--- src/rtl/alu_pipe.sv ---
// rtl/alu_pipe.sv - operand-gathering ALU with a two-stage multiply path
module alu_pipe #(
    parameter int WIDTH     = 8,
    parameter int CMD_WIDTH = 4,
    parameter int TIMEOUT   = 16
) (
    input  logic                   clk,
    input  logic                   rst,
    input  logic                   CE,
    input  logic                   MODE,
    input  logic [CMD_WIDTH-1:0]   CMD,
    input  logic [1:0]             INP_VALID,
    input  logic [WIDTH-1:0]       OPA,
    input  logic [WIDTH-1:0]       OPB,
    input  logic                   CIN,
    output logic [2*WIDTH-1:0]     RES,
    output logic                   RES_VALID,
    output logic                   COUT,
    output logic                   OFLOW,
    output logic                   E,
    output logic                   G,
    output logic                   L,
    output logic                   ERR
);
    localparam int LW = $clog2(WIDTH);
    localparam int CW = $clog2(TIMEOUT + 1);
    localparam logic [CW-1:0] TMO = CW'(TIMEOUT);
    localparam logic [1:0] S_IDLE = 2'd0;
    localparam logic [1:0] S_WAIT = 2'd1;
    localparam logic [1:0] S_MUL  = 2'd2;
    localparam logic [WIDTH:0]       ONE_S = {{WIDTH{1'b0}}, 1'b1};
    localparam logic [2*WIDTH+1:0]   ONE_P = {{(2*WIDTH+1){1'b0}}, 1'b1};

    logic [1:0]           state;
    logic [CW-1:0]        cnt;
    logic [WIDTH-1:0]     a_q, b_q;
    logic [CMD_WIDTH-1:0] cmd_q;
    logic                 mode_q, cin_q, have_a, have_b;

    logic                 idle;
    logic [WIDTH-1:0]     a_eff, b_eff;
    logic [CMD_WIDTH-1:0] cmd_eff;
    logic                 mode_eff, cin_eff, have_a_eff, have_b_eff;
    logic                 need_a, need_b, mapped, is_mul, complete, timeout, fire;
    logic [CW-1:0]        cnt_inc;

    // Outside IDLE the captured command rules; a missing operand is taken from the bus.
    always_comb begin
        idle       = (state == S_IDLE);
        a_eff      = (idle || !have_a) ? OPA : a_q;
        b_eff      = (idle || !have_b) ? OPB : b_q;
        have_a_eff = idle ? INP_VALID[0] : (have_a | INP_VALID[0]);
        have_b_eff = idle ? INP_VALID[1] : (have_b | INP_VALID[1]);
        cmd_eff    = idle ? CMD  : cmd_q;
        mode_eff   = idle ? MODE : mode_q;
        cin_eff    = idle ? CIN  : cin_q;
    end

    always_comb begin
        mapped = 1'b1;
        need_a = 1'b1;
        need_b = 1'b1;
        if (mode_eff) begin
            case (cmd_eff)
                4, 5:                     need_b = 1'b0;
                6, 7:                     need_a = 1'b0;
                0, 1, 2, 3, 8, 9, 10:     ;
                default:                  mapped = 1'b0;
            endcase
        end else begin
            case (cmd_eff)
                6, 8, 9:                  need_b = 1'b0;
                7, 10, 11:                need_a = 1'b0;
                0, 1, 2, 3, 4, 5, 12, 13: ;
                default:                  mapped = 1'b0;
            endcase
        end
        if (!mapped) begin
            need_a = 1'b0;
            need_b = 1'b0;
        end
        is_mul   = mode_eff && mapped && (cmd_eff == 9 || cmd_eff == 10);
        complete = (!need_a || have_a_eff) && (!need_b || have_b_eff);
        cnt_inc  = cnt + 1'b1;
        timeout  = (state == S_WAIT) && !complete && (cnt_inc == TMO);
        fire     = CE && ((idle && (|INP_VALID) && complete && !is_mul) ||
                          ((state == S_WAIT) && ((complete && !is_mul) || timeout)) ||
                          (state == S_MUL));
    end

    logic [2*WIDTH-1:0] r_res;
    logic               r_cout, r_oflow, r_e, r_g, r_l, r_err;
    logic [WIDTH:0]     sum, ae, be, ce1;
    logic [WIDTH-1:0]   rw;
    logic [2*WIDTH-1:0] rot;
    logic [2*WIDTH+1:0] ax, bx, prod;

    always_comb begin
        r_res = '0; r_cout = 1'b0; r_oflow = 1'b0;
        r_e = 1'b0; r_g = 1'b0; r_l = 1'b0; r_err = 1'b0;
        sum = '0; rw = '0; rot = '0; prod = '0;
        ae  = {1'b0, a_eff};
        be  = {1'b0, b_eff};
        ce1 = {{WIDTH{1'b0}}, cin_eff};
        ax  = {{(WIDTH+2){1'b0}}, a_q};
        bx  = {{(WIDTH+2){1'b0}}, b_q};
        if (state == S_MUL) begin
            prod  = (cmd_q == 9) ? (ax + ONE_P) * (bx + ONE_P) : (ax << 1) * bx;
            r_res = prod[2*WIDTH-1:0];
        end else if (timeout) begin
            r_err = 1'b1;
        end else begin
            if (mode_eff) begin
                case (cmd_eff)
                    0: sum = ae + be;
                    1: sum = ae - be;
                    2: sum = ae + be + ce1;
                    3: sum = ae - be - ce1;
                    4: sum = ae + ONE_S;
                    5: sum = ae - ONE_S;
                    6: sum = be + ONE_S;
                    7: sum = be - ONE_S;
                    8: begin
                        r_e = (a_eff == b_eff);
                        r_g = (a_eff >  b_eff);
                        r_l = (a_eff <  b_eff);
                    end
                    default: r_err = 1'b1;
                endcase
                if (cmd_eff <= 7) begin
                    rw     = sum[WIDTH-1:0];
                    r_cout = sum[WIDTH];
                end
                // Subtraction is addition of ~B, so the sign test flips B for SUB forms.
                if (cmd_eff == 0 || cmd_eff == 2)
                    r_oflow = (a_eff[WIDTH-1] == b_eff[WIDTH-1]) && (rw[WIDTH-1] != a_eff[WIDTH-1]);
                else if (cmd_eff == 1 || cmd_eff == 3)
                    r_oflow = (a_eff[WIDTH-1] != b_eff[WIDTH-1]) && (rw[WIDTH-1] != a_eff[WIDTH-1]);
            end else begin
                case (cmd_eff)
                    0:  rw = a_eff & b_eff;
                    1:  rw = ~(a_eff & b_eff);
                    2:  rw = a_eff | b_eff;
                    3:  rw = ~(a_eff | b_eff);
                    4:  rw = a_eff ^ b_eff;
                    5:  rw = ~(a_eff ^ b_eff);
                    6:  rw = ~a_eff;
                    7:  rw = ~b_eff;
                    8:  begin rw = a_eff >> 1; r_cout = a_eff[0];       end
                    9:  begin rw = a_eff << 1; r_cout = a_eff[WIDTH-1]; end
                    10: begin rw = b_eff >> 1; r_cout = b_eff[0];       end
                    11: begin rw = b_eff << 1; r_cout = b_eff[WIDTH-1]; end
                    12: begin
                        rot = {a_eff, a_eff} << b_eff[LW-1:0];
                        rw  = rot[2*WIDTH-1:WIDTH];
                        r_err = |(b_eff >> LW);
                    end
                    13: begin
                        rot = {a_eff, a_eff} >> b_eff[LW-1:0];
                        rw  = rot[WIDTH-1:0];
                        r_err = |(b_eff >> LW);
                    end
                    default: r_err = 1'b1;
                endcase
            end
            if (r_err) rw = '0;
            r_res = {{WIDTH{1'b0}}, rw};
        end
    end

    always_ff @(posedge clk) begin
        if (rst) begin
            state <= S_IDLE; cnt <= '0;
            a_q <= '0; b_q <= '0; cmd_q <= '0;
            mode_q <= 1'b0; cin_q <= 1'b0; have_a <= 1'b0; have_b <= 1'b0;
            RES <= '0; RES_VALID <= 1'b0; COUT <= 1'b0; OFLOW <= 1'b0;
            E <= 1'b0; G <= 1'b0; L <= 1'b0; ERR <= 1'b0;
        end else begin
            RES_VALID <= 1'b0;
            if (CE) begin
                if (fire) begin
                    RES <= r_res; RES_VALID <= 1'b1; COUT <= r_cout; OFLOW <= r_oflow;
                    E <= r_e; G <= r_g; L <= r_l; ERR <= r_err;
                end
                case (state)
                    S_IDLE: if (|INP_VALID) begin
                        cmd_q  <= CMD; mode_q <= MODE; cin_q <= CIN;
                        have_a <= INP_VALID[0]; have_b <= INP_VALID[1];
                        if (INP_VALID[0]) a_q <= OPA;
                        if (INP_VALID[1]) b_q <= OPB;
                        cnt <= '0;
                        if (!complete)   state <= S_WAIT;
                        else if (is_mul) state <= S_MUL;
                    end
                    S_WAIT: begin
                        cnt <= cnt_inc;
                        have_a <= have_a_eff; have_b <= have_b_eff;
                        a_q <= a_eff; b_q <= b_eff;
                        if (complete)     state <= is_mul ? S_MUL : S_IDLE;
                        else if (timeout) state <= S_IDLE;
                    end
                    default: state <= S_IDLE;
                endcase
            end
        end
    end
endmodule

--- config.mk ---
export PLATFORM = sky130hd
export DESIGN_NAME = alu_pipe
export DESIGN_NICKNAME = d
export VERILOG_FILES = /design/src/rtl/alu_pipe.sv
export SDC_FILE = /design/constraint.sdc
export NUM_CORES = 1
export LEC_CHECK = 0
export ABC_AREA = 1
export ABC_CLOCK_PERIOD_IN_PS = 6260
export CORE_MARGIN = 5
export CORE_UTILIZATION = 55
export CTS_CLUSTER_SIZE = 20
export DETAILED_ROUTE_END_ITERATION = 8
export PLACE_DENSITY = 0.77
export SYNTH_ARGS = -nofsm -noshare
export SYNTH_HDL_FRONTEND = slang
export SYNTH_SLANG_ARGS = --single-unit
--- constraint.sdc ---
create_clock -name clk -period 6.26 [get_ports clk]
set_input_delay 1.878 -clock clk [delete_from_list [all_inputs] [get_ports clk]]
set_output_delay 1.878 -clock clk [all_outputs]
set_load 0.05 [all_outputs]
# == Word-level counts from Yosys, hierarchy flattened ==
# Cells that the tools add are included.
# totals
reg_bits,54
in_bits,27
output_inout_bits,23
word_cells,200
# classes
addsub,11
n_mul,2
order_cmp,3
n_eq_ne,26
n_shift,2
n_mux,78
bitwise,11
reduce_logical,50
# op_table
operator,count
case mux 8 bit (14 select lines),1
two-way mux 8 bit,13
case mux 9 bit (8 select lines),1
two-way mux 1 bit,45
inverter 8 bit,5
adder 8 x 1 -> 9 bit (second input constant),4
two-way mux 16 bit,2
case mux 8 bit (2 select lines),2
equality test 4 bit (second input constant),7
subtractor 8 x 1 -> 9 bit (second input constant),2
equality test 4 x 3 -> 1 bit (second input constant),4
multiplier 9 x 9 -> 16 bit,1
<< shifter 16 x 3 -> 16 bit,1
right shift 16 x 3 -> 8 bit,1
multiplier 8 x 8 -> 15 bit,1
OR reduction 14 bit,1
logical AND 1 bit,13
two-way mux 2 bit,6
AND reduction 4 bit,3
OR reduction 12 bit,1
OR reduction 11 bit,1
logical OR 1 bit,10
case mux 5 bit (2 select lines),1
OR reduction 2 bit,5
other kinds (38),52

# == Depth between registers and ports, before layout ==
# logic_depth
depth_word,22
ltp_mapped,35
depth_no_buf,34

# == Worst setup path after synthesis ==
# OpenSTA, ideal clock, no wires.
# synth_timing
path_kind,reg-to-reg
start,register a_q[0]
end,register RES[14]
setup_time_ps,70
t_arrival_ps,5163
required_ps,6190
path_slack_ps,1026
path_stages_with_launch,32
path_buffers,0
synth_period_minus_slack_ps,5234
path_cell_list,dfxtp_1 > inv_1 > nor3_1 > inv_1 > o21ai_0 > nand2_1 > inv_1 > nand2_1 > fa_1 > inv_1 > fa_1 > inv_1 > fa_1 > fa_1 > inv_1 > ha_1 > a21oi_1 > nand2_1 > nand2_1 > nand2_1 > a21oi_1 > nor2_1 > nor2_1 > o21bai_1 > nand2_1 > nand2_1 > a21oi_1 > xnor2_1 > nand2_1 > nand2_1 > nand2_1 > a21oi_1
# synth_via
elab_chain_cells,4
word_cells_on_any_way,5
cone_classes,1 x add/sub; 2 x mul; 2 x mux
# synth_lines
element,line,source
"start, declared",36,"logic [WIDTH-1:0] a_q, b_q;"
"start signal, assigned",174,a_q <= '0; b_q <= '0; cmd_q <= '0;
"start signal, assigned",189,if (INP_VALID[0]) a_q <= OPA;
"start signal, assigned",198,a_q <= a_eff; b_q <= b_eff;
adder 8 x 1 -> 9 bit,108,prod = (cmd_q == 9) ? (ax + ONE_P) * (bx + ONE_P) : (ax << 1) * bx;
multiplier 9 x 9 -> 16 bit,108,
two-way mux 16 bit *,108,
two-way mux 16 bit *,107,if (state == S_MUL) begin
"end signal, assigned",176,RES <= '0; RES_VALID <= 1'b0; COUT <= 1'b0; OFLOW <= 1'b0;
"end signal, assigned",182,RES <= r_res; RES_VALID <= 1'b1; COUT <= r_cout; OFLOW <= r_oflow;
"end, declared",16,"output logic [2*WIDTH-1:0] RES,"
# Mark *: on every way between the ends. The rest lies on a longest branch, timed or not.
# A chain may end at the register's enable or synchronous reset.

# == Worst setup path in the final report ==
# layout_timing
start,register a_q[1]
end,register RES[14]
# The elaborated chain is that of the path after synthesis.

==> flow_summary.yaml <==
placed_design:
  placed_cell_area_sq_um: 12040
  globalplace.congestion: 1.097
  dp_hpwl_mm: 32.14
  portBuffers: 49
  pre_cts_ws_ns: 0.3398
  dp_cells: 2096
floorplanning:
  die-area_sq_um: 23390
  chipHeight_um: 152.9
  row_count: 52
  core_region_area_sq_um: 20170
  ios: 50
  start_util: 0.5571
  die_x_um: 152.9
timing:
  fmax_mhz: 172.2
  tightest_slew_ns: 1.065
  rsz0062_at_grt: "false"
  period_share: 0.9277
  final.setup_skew_ns: 0.01123
  layout_min_cycle_time_ns: 5.808
  holdWs_ns: 0.4613
  maxSlewViolCount: 0
  slew_headroom: 0.2834
  final_hold_viol_count: 0
  finalSetupTns_ns: 0
  fin_ws_ns: 0.4524
  setup_viol: 0
clock_tree:
  clock-root-buffer: "clkbuf_16"
  cts_tree: "built"
  clockBufferDepth: 2
  insertion_delay_ns: 0.31
  cts_buffers: 5
  clk_pin_slew_worst_paths_ns: 0.08
  post_cts_buffers: 0
  htreeDepth: 2
  hold_buffers: 0
  clock_sinks: 54
global_routing:
  grt_first_pass_wirelength_mm: 62.27
  grt_pass1_vias: 11720
  grt_max_degree: 30
  grt.overflow.total: 0
  antenna_found_initial: 0
  grtUsageTotal: 0.3295
critical_path:
  arrival_ns: 6.05
  critical_path_buf_inv_count: 5
  worst-endpoint-required_ns: 6.51
  cpMostUsedCell: "nand2_1"
  crit_slowest_cell: "fa_1"
  crit_path_end_kind: "flop"
  max_stage_delay_ns: 0.54
  critPathMaxFanout: 12
  critPathTopFamily: "adder cells"
  start_kind: "flop"
  crit_type: "reg -> reg"
logic_synthesis:
  synth_edf_count: 0
  async_reset_ff_frac: 0
  yosysTopAreaCell: "nand2_1"
  synth_cell_types: 60
  yosysTopAreaCellShare: 0.1680
  ys_seq_area_frac: 0.09621
  synth_seq_cells: 54
  ys.warnings.count: 0
  ys.flop_type: "dfxtp_1"
  syn-mean-instance-area_sq_um: 6.235
  post_synth_main_area_contributors: "nand2_1, fa_1, ha_1"
  syn_inst: 1802
  synth_nets: 2019
  synth_area_sq_um: 11240
outcome:
  status: "finished clean"
routing:
  drt-initial-drc-count: 1124
  avgRoutedWirePerCell_um: 18.47
  drc: 0
  firstDrtPassIters: 8
  routed_via_density: 5.712
  antenna_left: 0
  wl_mm: 38.86
  vias: 12020
layout:
  drive_gt1_frac: 0.06979
  num_antenna_cells: 0
  nNetsFinal: 2050
  area_growth_pct: 8.797
  stdcell_area_sq_um: 12220
  fill_cells: 2023
  final_cells: 2104
min_path:
  hp-class: "reg -> reg"
power_and_ir_drop:
  ir_worst_vdd_mv: 0.1493
  powerDensity_nw_per_um2: 168.6
  p_leak_nw: 6.551
job:
  maxCapViolCount: 0
==> placed cells by master (no fill, tap or decap), types with 17 or more instances in the layout <==
cell / n
buf_4: 29
nor2_1: 147
inv_1: 319
o21ai_0: 107
a21oi_1: 78
ha_1: 106
nand3_1: 98
inv_2: 17
clkdlybuf4s50_1: 49
dfxtp_1: 50
o21ai_1: 18
nand2_1: 503
fa_1: 84
nand2_2: 20
==> cells by family after synthesis <==
family | after synthesis | share of synthesized area
AOI/OAI and AO/OA | 298 | 0.1562
xor gates and xnor gates | 19 | 0.01481
adders and majority gates | 190 | 0.2677
buffers and inverters | 392 | 0.1355
DFF | 54 | 0.09621
and+or+nand+nor | 849 | 0.3295
==> through the flow <==
stage | total power, mW | util
2_1_floorplan | 1.306 | -
3_3_place_gp | 1.667 | 0.5968
3_5_place_dp | 1.687 | 0.5968
4_1_cts | 2.032 | 0.6056
5_1_grt | 2.219 | 0.6061
6_report | 2.061 | 0.6061
==> worst paths after layout <==
check / startpoint / endpoint / slack (ns) / cells after the start
setup / recovery: a_q[1]$_SDFFE_PP0P_ / RES[14]$_SDFFE_PP0P_ / 0.45 / 32
setup reg to reg: a_q[1]$_SDFFE_PP0P_ / RES[14]$_SDFFE_PP0P_ / 0.45 / 32
hold reg to reg: cin_q$_SDFFE_PP0P_ / cin_q$_SDFFE_PP0P_ / 0.46 / 2
hold / removal: cin_q$_SDFFE_PP0P_ / cin_q$_SDFFE_PP0P_ / 0.46 / 2
==> routing by layer <==
layer  track usage  routed length, um
met5             0                  0
met4        0.2210               3088
met3       0.03223               2751
met2        0.5583              18370
met1        0.3968              14650
==> cell usage after synthesis, drive strengths merged, types with 10 or more instances <==
cell     instances
buf             21
nand4           11
a31oi           15
clkbuf          33
nand3           98
ha             106
nor3            22
nand2          532
o21ai          130
nor2           163
fa              84
o22ai           14
a21oi           79
inv            337
o2111ai         11
dfxtp           54
xnor2           10
==> worst reg2reg max path: cells and delay by family, from the launching register on <==
family | cells | cell delay, ns
buffers and inverters | 5 | 0.41
and+or+nand+nor | 14 | 1.19
DFF | 1 | 0.45
adders and majority gates | 6 | 2.60
AOI/OAI and AO/OA | 6 | 0.98
xor gates and xnor gates | 1 | 0.14
==> state kept, by name, summed over array words and instances (netlist names) <==
name,flops
a_q,8
G,1
ERR,1
have_b,1
E,1
cin_q,1
OFLOW,1
COUT,1
mode_q,1
RES,16
cmd_q,4
have_a,1
RES_VALID,1
b_q,8
state,2
cnt,5
L,1
==> where the power goes <==
part           switching, mW  total (mW)  internal [mW]  leakage [nW]
Sequential            0.0401       0.412          0.371         0.443
Combinational          0.897        1.30          0.406          6.02
Clock                  0.145       0.347          0.202        0.0875
==> what timing repair did <==
item | in CTS | in global routing
setup endpoints to repair | 0 | 2
gates resized for setup | 0 | 5
hold endpoints to repair | 0 | 0
==> final cells by class <==
type / count / area (sq um) / area share
clock inverter: 2 / 38.79 / 0.003173
sequential: 54 / 1086 / 0.08884
inverter: 338 / 1271 / 0.1040
clock buffer: 6 / 138.9 / 0.01136
timing repair buffer: 78 / 708.2 / 0.05793
multi-input combinational: 1356 / 8643 / 0.7071
tap: 270 / 337.8 / 0.02764
Note: power is estimated with default switching activity, not from simulation.
